## config.mk

```make
export PLATFORM = sky130hd
export DESIGN_NAME = alu_share_arb
export DESIGN_NICKNAME = d
export VERILOG_FILES = /design/src/rtl/alu_arb_pkg.sv /design/src/rtl/alu_share_arb_rr_arb2.sv /design/src/rtl/alu_share_arb.sv
export SDC_FILE = /design/constraint.sdc
export NUM_CORES = 1
export LEC_CHECK = 0
export ABC_AREA = 1
export CAP_MARGIN = 40
export CORE_MARGIN = 2
export CORE_UTILIZATION = 40
export DETAILED_ROUTE_END_ITERATION = 7
export PLACE_DENSITY = 0.89
export SYNTH_ARGS = -nofsm -noshare
export SYNTH_HDL_FRONTEND = slang
export SYNTH_SLANG_ARGS = --single-unit
```

## constraint.sdc

```tcl
create_clock -name clk -period 1.7 [get_ports clk]
set_input_delay 0.17 -clock clk [delete_from_list [all_inputs] [get_ports clk]]
set_output_delay 0.17 -clock clk [all_outputs]
set_load 0.01 [all_outputs]
```

## src/rtl/alu_arb_pkg.sv

```systemverilog
// Shared definitions for the ALU sharing arbiter: ALU select codes, FSM states
// and default widths.
package alu_arb_pkg;

  localparam int unsigned DATA_W_DEF = 32;
  localparam int unsigned SEL_W_DEF  = 3;

  localparam logic [2:0] ALU_ADD = 3'd0;
  localparam logic [2:0] ALU_SUB = 3'd1;
  localparam logic [2:0] ALU_AND = 3'd2;
  localparam logic [2:0] ALU_OR  = 3'd3;
  localparam logic [2:0] ALU_SLT = 3'd4;
  localparam logic [2:0] ALU_MUL = 3'd5;
  localparam logic [2:0] ALU_DIV = 3'd6;
  localparam logic [2:0] ALU_NOP = 3'd7;

  typedef enum logic [1:0] {
    IDLE,
    EXEC,
    RESP
  } state_t;

endpackage

```

## src/rtl/alu_share_arb_rr_arb2.sv

```systemverilog
// Two-way round-robin grant; the priority pointer is held here and moves to
// the non-granted requester whenever a grant is taken.
module rr_arb2 (
  input  logic       clk,
  input  logic       rst_n,
  input  logic [1:0] req,
  input  logic       advance,
  output logic [1:0] grant
);

  logic ptr;

  always_comb begin
    grant = '0;
    if (req == 2'b01)      grant = 2'b01;
    else if (req == 2'b10) grant = 2'b10;
    else if (req == 2'b11) grant = ptr ? 2'b10 : 2'b01;
  end

  always_ff @(posedge clk or negedge rst_n) begin
    if (!rst_n)       ptr <= 1'b0;
    else if (advance) ptr <= grant[0];
  end

endmodule

```

## src/rtl/alu_share_arb.sv

```systemverilog
// Shares one ALU between two requesters with round-robin arbitration and
// multicycle MUL/DIV waits. Define ALU_ARB_DIV0_TRAP_EN to add rsp_err and trap DIV by zero.
module alu_share_arb
  import alu_arb_pkg::*;
#(
  parameter int unsigned DATA_W      = DATA_W_DEF,
  parameter int unsigned SEL_W       = SEL_W_DEF,
  parameter int unsigned MULDIV_WAIT = 2
) (
  input  logic              clk,
  input  logic              rst_n,
  input  logic              req0_valid,
  output logic              req0_ready,
  input  logic [DATA_W-1:0] req0_x,
  input  logic [DATA_W-1:0] req0_y,
  input  logic [SEL_W-1:0]  req0_sel,
  input  logic              req1_valid,
  output logic              req1_ready,
  input  logic [DATA_W-1:0] req1_x,
  input  logic [DATA_W-1:0] req1_y,
  input  logic [SEL_W-1:0]  req1_sel,
  output logic              rsp_valid,
  input  logic              rsp_ready,
  output logic              rsp_id,
  output logic [DATA_W-1:0] rsp_r,
  output logic              rsp_z,
  output logic [DATA_W-1:0] alu_x,
  output logic [DATA_W-1:0] alu_y,
  output logic [SEL_W-1:0]  alu_sel,
  input  logic [DATA_W-1:0] alu_r,
  input  logic              alu_z,
`ifdef ALU_ARB_DIV0_TRAP_EN
  output logic              busy,
  output logic              rsp_err
`else
  output logic              busy
`endif
);

  localparam int unsigned CNT_W = $clog2(MULDIV_WAIT) + 1;

  state_t            state, state_n;
  logic [CNT_W-1:0]  cnt;
  logic [1:0]        grant;
  logic              idle, xfer, gid, is_md, trap;
  logic [DATA_W-1:0] x_in, y_in;
  logic [SEL_W-1:0]  sel_in;

  assign idle = (state == IDLE);

  // Requests are masked outside IDLE so ready can only rise there.
  rr_arb2 u_arb (
    .clk     (clk),
    .rst_n   (rst_n),
    .req     ({req1_valid, req0_valid} & {2{idle}}),
    .advance (xfer),
    .grant   (grant)
  );

  assign req0_ready = grant[0];
  assign req1_ready = grant[1];
  assign xfer       = |grant;
  assign gid        = grant[1];
  assign x_in       = gid ? req1_x   : req0_x;
  assign y_in       = gid ? req1_y   : req0_y;
  assign sel_in     = gid ? req1_sel : req0_sel;
  assign is_md      = (sel_in == SEL_W'(ALU_MUL)) || (sel_in == SEL_W'(ALU_DIV));
  assign busy       = !idle;

`ifdef ALU_ARB_DIV0_TRAP_EN
  assign trap = (sel_in == SEL_W'(ALU_DIV)) && (y_in == '0);
`else
  assign trap = 1'b0;
`endif

  always_ff @(posedge clk or negedge rst_n) begin
    if (!rst_n) state <= IDLE;
    else        state <= state_n;
  end

  always_comb begin
    state_n = state;
    unique case (state)
      IDLE:    if (xfer) state_n = trap ? RESP : EXEC;
      EXEC:    if (cnt == '0) state_n = RESP;
      RESP:    if (rsp_ready) state_n = IDLE;
      default: state_n = IDLE;
    endcase
  end

  always_ff @(posedge clk or negedge rst_n) begin
    if (!rst_n) begin
      alu_x     <= '0;
      alu_y     <= '0;
      alu_sel   <= SEL_W'(ALU_NOP);
      rsp_valid <= 1'b0;
      rsp_id    <= 1'b0;
      rsp_r     <= '0;
      rsp_z     <= 1'b0;
      cnt       <= '0;
`ifdef ALU_ARB_DIV0_TRAP_EN
      rsp_err   <= 1'b0;
`endif
    end else begin
      unique case (state)
        IDLE: if (xfer) begin
          alu_x  <= x_in;
          alu_y  <= y_in;
          rsp_id <= gid;
          cnt    <= is_md ? CNT_W'(MULDIV_WAIT - 1) : '0;
          // A trapped divide answers immediately and keeps the ALU on NOP.
          if (trap) begin
            alu_sel   <= SEL_W'(ALU_NOP);
            rsp_r     <= '1;
            rsp_z     <= 1'b0;
            rsp_valid <= 1'b1;
`ifdef ALU_ARB_DIV0_TRAP_EN
            rsp_err   <= 1'b1;
`endif
          end else begin
            alu_sel <= sel_in;
          end
        end
        EXEC: begin
          if (cnt == '0) begin
            rsp_r     <= alu_r;
            rsp_z     <= alu_z;
            rsp_valid <= 1'b1;
`ifdef ALU_ARB_DIV0_TRAP_EN
            rsp_err   <= 1'b0;
`endif
          end else begin
            cnt <= cnt - CNT_W'(1);
          end
        end
        RESP: if (rsp_ready) begin
          rsp_valid <= 1'b0;
          alu_sel   <= SEL_W'(ALU_NOP);
        end
        default: ;
      endcase
    end
  end

endmodule

```

After elaboration in Yosys (flattened, before gate mapping)
Cells that the tools add are included.
- memories: 0
- RAM bits: 0
- register bits after elaboration: 107
- memory bits (read-only): 0
- output and inout bits: 105
- latch bits: 0
- multiplexer cells: 21
- div/mod/pow operators: 0
- order comparisons: 0
- reduce and logical (&&, ||, !) cells: 14
- shift-type cells: 0
- add/sub/neg operators: 1
- bitwise logic cells: 1
- equality and inequality tests: 11
- $mul: 0
- operator list (kind ; number):
    $mux W32 ; 2
    $mux W2 ; 9
    $reduce_and A3 Y1 ; 4
    $mux W3 ; 3
    $eq A2 B2 Y1 const B ; 3
    $eq A3 B3 Y1 const B ; 2
    $ne A2 B2 Y1 const B ; 3
    $pmux W2 S3 ; 1
    $pmux W3 S2 ; 1
    $reduce_bool A2 Y1 ; 3
    $eq A2 B1 Y1 const B ; 2
    $logic_not A2 Y1 ; 2
    $pmux W2 S2 ; 1
    $reduce_and A2 Y1 ; 2
    $mux W1 ; 3
    $and A2 B2 Y2 ; 1
    $ne A2 B1 Y1 const B ; 1
    $pmux W1 S2 ; 1
    $reduce_or A2 Y1 ; 1
    $sub A2 B1 Y2 const B ; 1
    $logic_not A1 Y1 ; 1
    $logic_or A1 B1 Y1 ; 1

Logic depth before layout (Yosys ltp)
- depth in word-level cells: 12
- depth in mapped cells: 8

Modules after synthesis
A second synthesis with hierarchy kept.
- cells, all modules: 576
- area total of the unflattened synthesis: 4802.1 sq um
- modules (own cells, without submodules) (module ; area each (sq um) ; sequential area each (sq um) ; cells each ; times used):
    alu_share_arb ; 4739.5 ; 2656.3 ; 567 ; 1
    rr_arb2 ; 62.6 ; 25.0 ; 9 ; 1

Worst setup path after synthesis
OpenSTA, ideal clock, no wires.
- path type: flip-flop to flip-flop
- from: reg state[0]
- to: reg alu_y[19]
- cell stages (with the launch flop): 7
- setup slack: 327 ps
- path buffers: 2
- arrival: 1252 ps
- cells stage by stage: dfrtp_1 > nor2_8 > o21ai_4 > buf_4 > buf_4 > a21oi_2 > a2bb2oi_2
- longest elaborated chain between the ends: 8
- elaborated cells between the ends (all ways): 11
- RTL lines (item ; RTL line ; source):
    start, declared ; alu_share_arb.sv:42 ; state_t state, state_n;
    start signal, assigned ; alu_share_arb.sv:78 ; else state <= state_n;
    $logic_not A2 Y1 * ; alu_share_arb.sv:49, alu_share_arb.sv:105 ;
    $and A2 B2 Y2 ; alu_share_arb.sv:55 ; .req ({req1_valid, req0_valid} & {2{idle}}),
    $eq A2 B2 Y1 ; alu_share_arb_rr_arb2.sv:17 ; else if (req == 2'b11) grant = ptr ? 2'b10 : 2'b01;
    $mux W2 ; alu_share_arb_rr_arb2.sv:17 ;
    $mux W2 ; alu_share_arb_rr_arb2.sv:16 ; else if (req == 2'b10) grant = 2'b10;
    $mux W2 ; alu_share_arb_rr_arb2.sv:15 ; if (req == 2'b01) grant = 2'b01;
    $reduce_or A2 Y1 ; alu_share_arb.sv:62 ; assign xfer = |grant;
    $reduce_and A2 Y1 (no source line) ; -- ;
    end signal, assigned ; alu_share_arb.sv:108 ; alu_y <= y_in;
    end, declared ; alu_share_arb.sv:28 ; output logic [DATA_W-1:0] alu_y,
Mark *: on every way between the ends. The rest lies on a longest branch, timed or not.
A chain may end at the register's enable or synchronous reset.

Worst setup path in the final report
- from: reg state[1]
- to: reg alu_x[18]
- longest elaborated chain between the ends: 8
- elaborated cells between the ends (all ways): 11
- RTL lines (item ; RTL line ; source):
    $logic_not A2 Y1 * ; alu_share_arb.sv:49, alu_share_arb.sv:105 ;
    $and A2 B2 Y2 ; alu_share_arb.sv:55 ;
    $eq A2 B2 Y1 ; alu_share_arb_rr_arb2.sv:17 ;
    $mux W2 ; alu_share_arb_rr_arb2.sv:17 ;
    $mux W2 ; alu_share_arb_rr_arb2.sv:16 ;
    $mux W2 ; alu_share_arb_rr_arb2.sv:15 ;
    $reduce_or A2 Y1 ; alu_share_arb.sv:62 ;
    $reduce_and A2 Y1 (no source line) ; -- ;
    end signal, assigned ; alu_share_arb.sv:107 ; alu_x <= x_in;
    end, declared ; alu_share_arb.sv:27 ; output logic [DATA_W-1:0] alu_x,
Marked as above.

==> out/metrics.yaml <==
outcome: "finished clean"
min_path_cells: 3
port_buffers: 276
tritoncts: "yes"
drc: 0
p_clk_frac: 0.136
fp.dieH_um: 120
nFillCells: 976
antennaDiodeCount: 0
cts_sinks: 107
critical_path_required_ps: 1960
synth_nets: 603
max_freq_mhz: 590
path_cells: "nor2_8 > buf_4 > nand3_4 > inv_4 > buf_16 > a21oi_1 > a2bb2oi_1"
worstReg2RegStart: "state[1]"
initial_core_util: 0.410
layout-drive-gt1-share: 0.270
postLayoutCoreUtil: 0.662
place_congestion: 0.840
ys_ff_latch: 107
dr.pass1.iters: 4
postSynthAreaPerCell_um2: 12.6
combPwrFrac: 0.569
core_region_area_mm2: 0.0132
clock_skew_ps: 5.80
postPlaceCellArea_mm2: 0.00840
final_cell_mix: "clkdlybuf4s50_1, dfrtp_1, nand2_1, a2bb2oi_2, a21oi_2"
antenna_found_initial: 0
synthCells: 430
clk_pin_slew_ps: 70
async_flop_share: 1.00
critPathMaxStageDelay_ps: 440
hold_viol: 0
cp_slowest_cell: "dfrtp_2"
place_inst: 872
cts_buffer_depth: 2
leakagePower_nw: 3.74
synth_ff_type: "dfrtp_1"
final_common_cell: "clkdlybuf4s50_1"
vias: 4550
vdd_drop_max_mv: 0.980
area_growth_pct: 61.6
drt-initial-drc-count: 320
reg2reg_to: "alu_x[18]"
synth_top_area_share: 0.479
vias_per_cell: 5.10
maxCapViolCount: 0
grt_pass1_vias: 5100
stdcell_count: 892
synth.area.top_cells: "dfrtp_1, a2bb2oi_2, a21oi_2, mux2_4, nand2_1"
io_pins: 277
cts_inserted_buffers: 9
swShare: 0.345
rows: 42
gr-total-overflow: 0
fin_crit_ps: 1700
tightestPinTransition_ps: 592
p_sw_mw: 5.65
register_area_mm2: 0.00268
rsz0062_at_grt: "true"
grt_max_degree: 108
crit_start: "state[1]"
clock_latency_ps: 350
arrival_ps: 1960
maxSlewViolCount: 0
cts_root_buf: "clkbuf_16"
synth_edf_count: 0
power.share.sequential: 0.294
fin_nets: 884
worstSetupEndpointType: "flip-flop"
hold_class: "input pin to flip-flop"
p_int_mw: 10.7
power_density_mw_per_mm2: 1870
hold_path_end: "alu_y[19]"
multi_input_area_mm2: 0.00240
setup_viol: 0
r2r_cells: 7
path_class: "flip-flop to flip-flop"
synth_cell_types: 30
grt_pass1_wl_mm: 25.9
crit_fanout: 64
worstHoldStart: "req0_y[19]"
dp_slack_ps: -91.1
dieArea_mm2: 0.0145
yosysSeqAreaShare: 0.494
netlist_area_mm2: 0.00543
yosysWarningCount: 0
gr-usage-all-layers: 0.226
fin_crit_sh: 0.997
wire_per_inst_um: 18.5
wl_mm: 16.5
dp_hpwl_mm: 11.9
die_w_um: 120
startpoint_type: "flip-flop"
layout_setup_ws_ps: 4.58
reg2reg_slack_ps: 5
final_antenna_net_count: 0
stdcell_area_mm2: 0.00877
relSlewSlack: 0.606
synth_largest_area_cell: "dfrtp_1"
h-tree-depth: 3
-- Yosys cell counts (2+ instances only) --
cell       count
a2bb2oi_2     50
inv_2          4
a21oi_2       50
mux2_2         5
dfrtp_1      104
a21oi_1       17
o22ai_1        2
nand2_1       86
buf_6          6
nor2_1         5
mux2_4        28
o31ai_1        2
inv_1         14
buf_2         12
buf_4          6
a2bb2oi_1     14
nand4_1        5
buf_12         6
dfstp_2        3
-- power groups by stage --
stage                     Combinational, mW  Clock (mW)  Sequential (mW)
after floorplan                        4.75           0             5.27
after global placement                 8.95           0             4.75
after detailed placement               9.24           0             4.83
after CTS                              9.32        2.28             4.81
after global routing                   9.89        2.39             4.96
final                                  9.32        2.23             4.81
-- registers in the layout, summed over array words and instances, names as in the netlist --
signal	cells
state	2
alu_sel	3
u_arb.ptr	1
rsp_z	1
rsp_id	1
cnt	2
alu_x	32
rsp_valid	1
alu_y	32
rsp_r	32
-- cell type report --
type,instances,share of cell area
Sequential cell,107,0.306
Timing Repair Buffer,302,0.351
Multi-Input combinational cell,273,0.274
Inverter,18,0.00813
Clock inverter,3,0.00742
Tap cell,176,0.0251
Clock buffer,13,0.0285
-- logic make-up after synthesis --
kind of cell | after synthesis | share of synthesized area
simple gates | 101 | 0.0798
flops | 107 | 0.494
compound gates | 138 | 0.268
mux | 33 | 0.0878
fa+ha+maj | 1 | 0.00230
buf+inv | 50 | 0.0685
-- what timing repair did --
action | 4_1_cts | 5_1_grt
setup buffers | 3 | 0
hold buffers | 1 | 0
resized for setup | 8 | 9
pin swaps | 1 | 0
endpoints found under the setup margin | 3 | 24
endpoints found under the hold margin | 104 | 0
-- per-stage QoR --
| stage | power (mW) | setup TNS (ps) | hold slack (ps) |
|---|---|---|---|
| after floorplan | 10.0 | 0 | -126 |
| after global placement | 13.7 | -32.0 | 279 |
| final | 16.4 | 0 | 380 |
| after global routing | 17.2 | -114 | 386 |
| after CTS | 16.4 | 0 | 372 |
| after detailed placement | 14.1 | -2090 | 291 |
-- worst max-delay path, delay by kind of cell, from the launching register on --
| kind | cells | cell delay, ps |
|---|---|---|
| AO/OA/AOI/OAI | 2 | 350 |
| buffers and inverters | 3 | 540 |
| flip-flops | 1 | 440 |
| AND/OR/NAND/NOR | 2 | 250 |
-- routing by layer --
metal	vias up	GRT usage	routed length (um)
li1	2075	-	-
met2	235	0.391	8290
met3	47	0.0420	1140
met5	-	0	0
met4	0	0.118	658
met1	2193	0.268	6380
-- worst max path at each step --
stage                             to  slack [ps]  cells past startpoint
after floorplan            alu_y[19]         330                      6
after global placement    req1_ready         -20                      4
after detailed placement   alu_x[12]         -90                      6
after CTS                 req0_ready         0.1                      5
after global routing       alu_x[18]         -60                      7
final                      alu_x[18]           5                      7
Power figures use the tool's default switching activity.
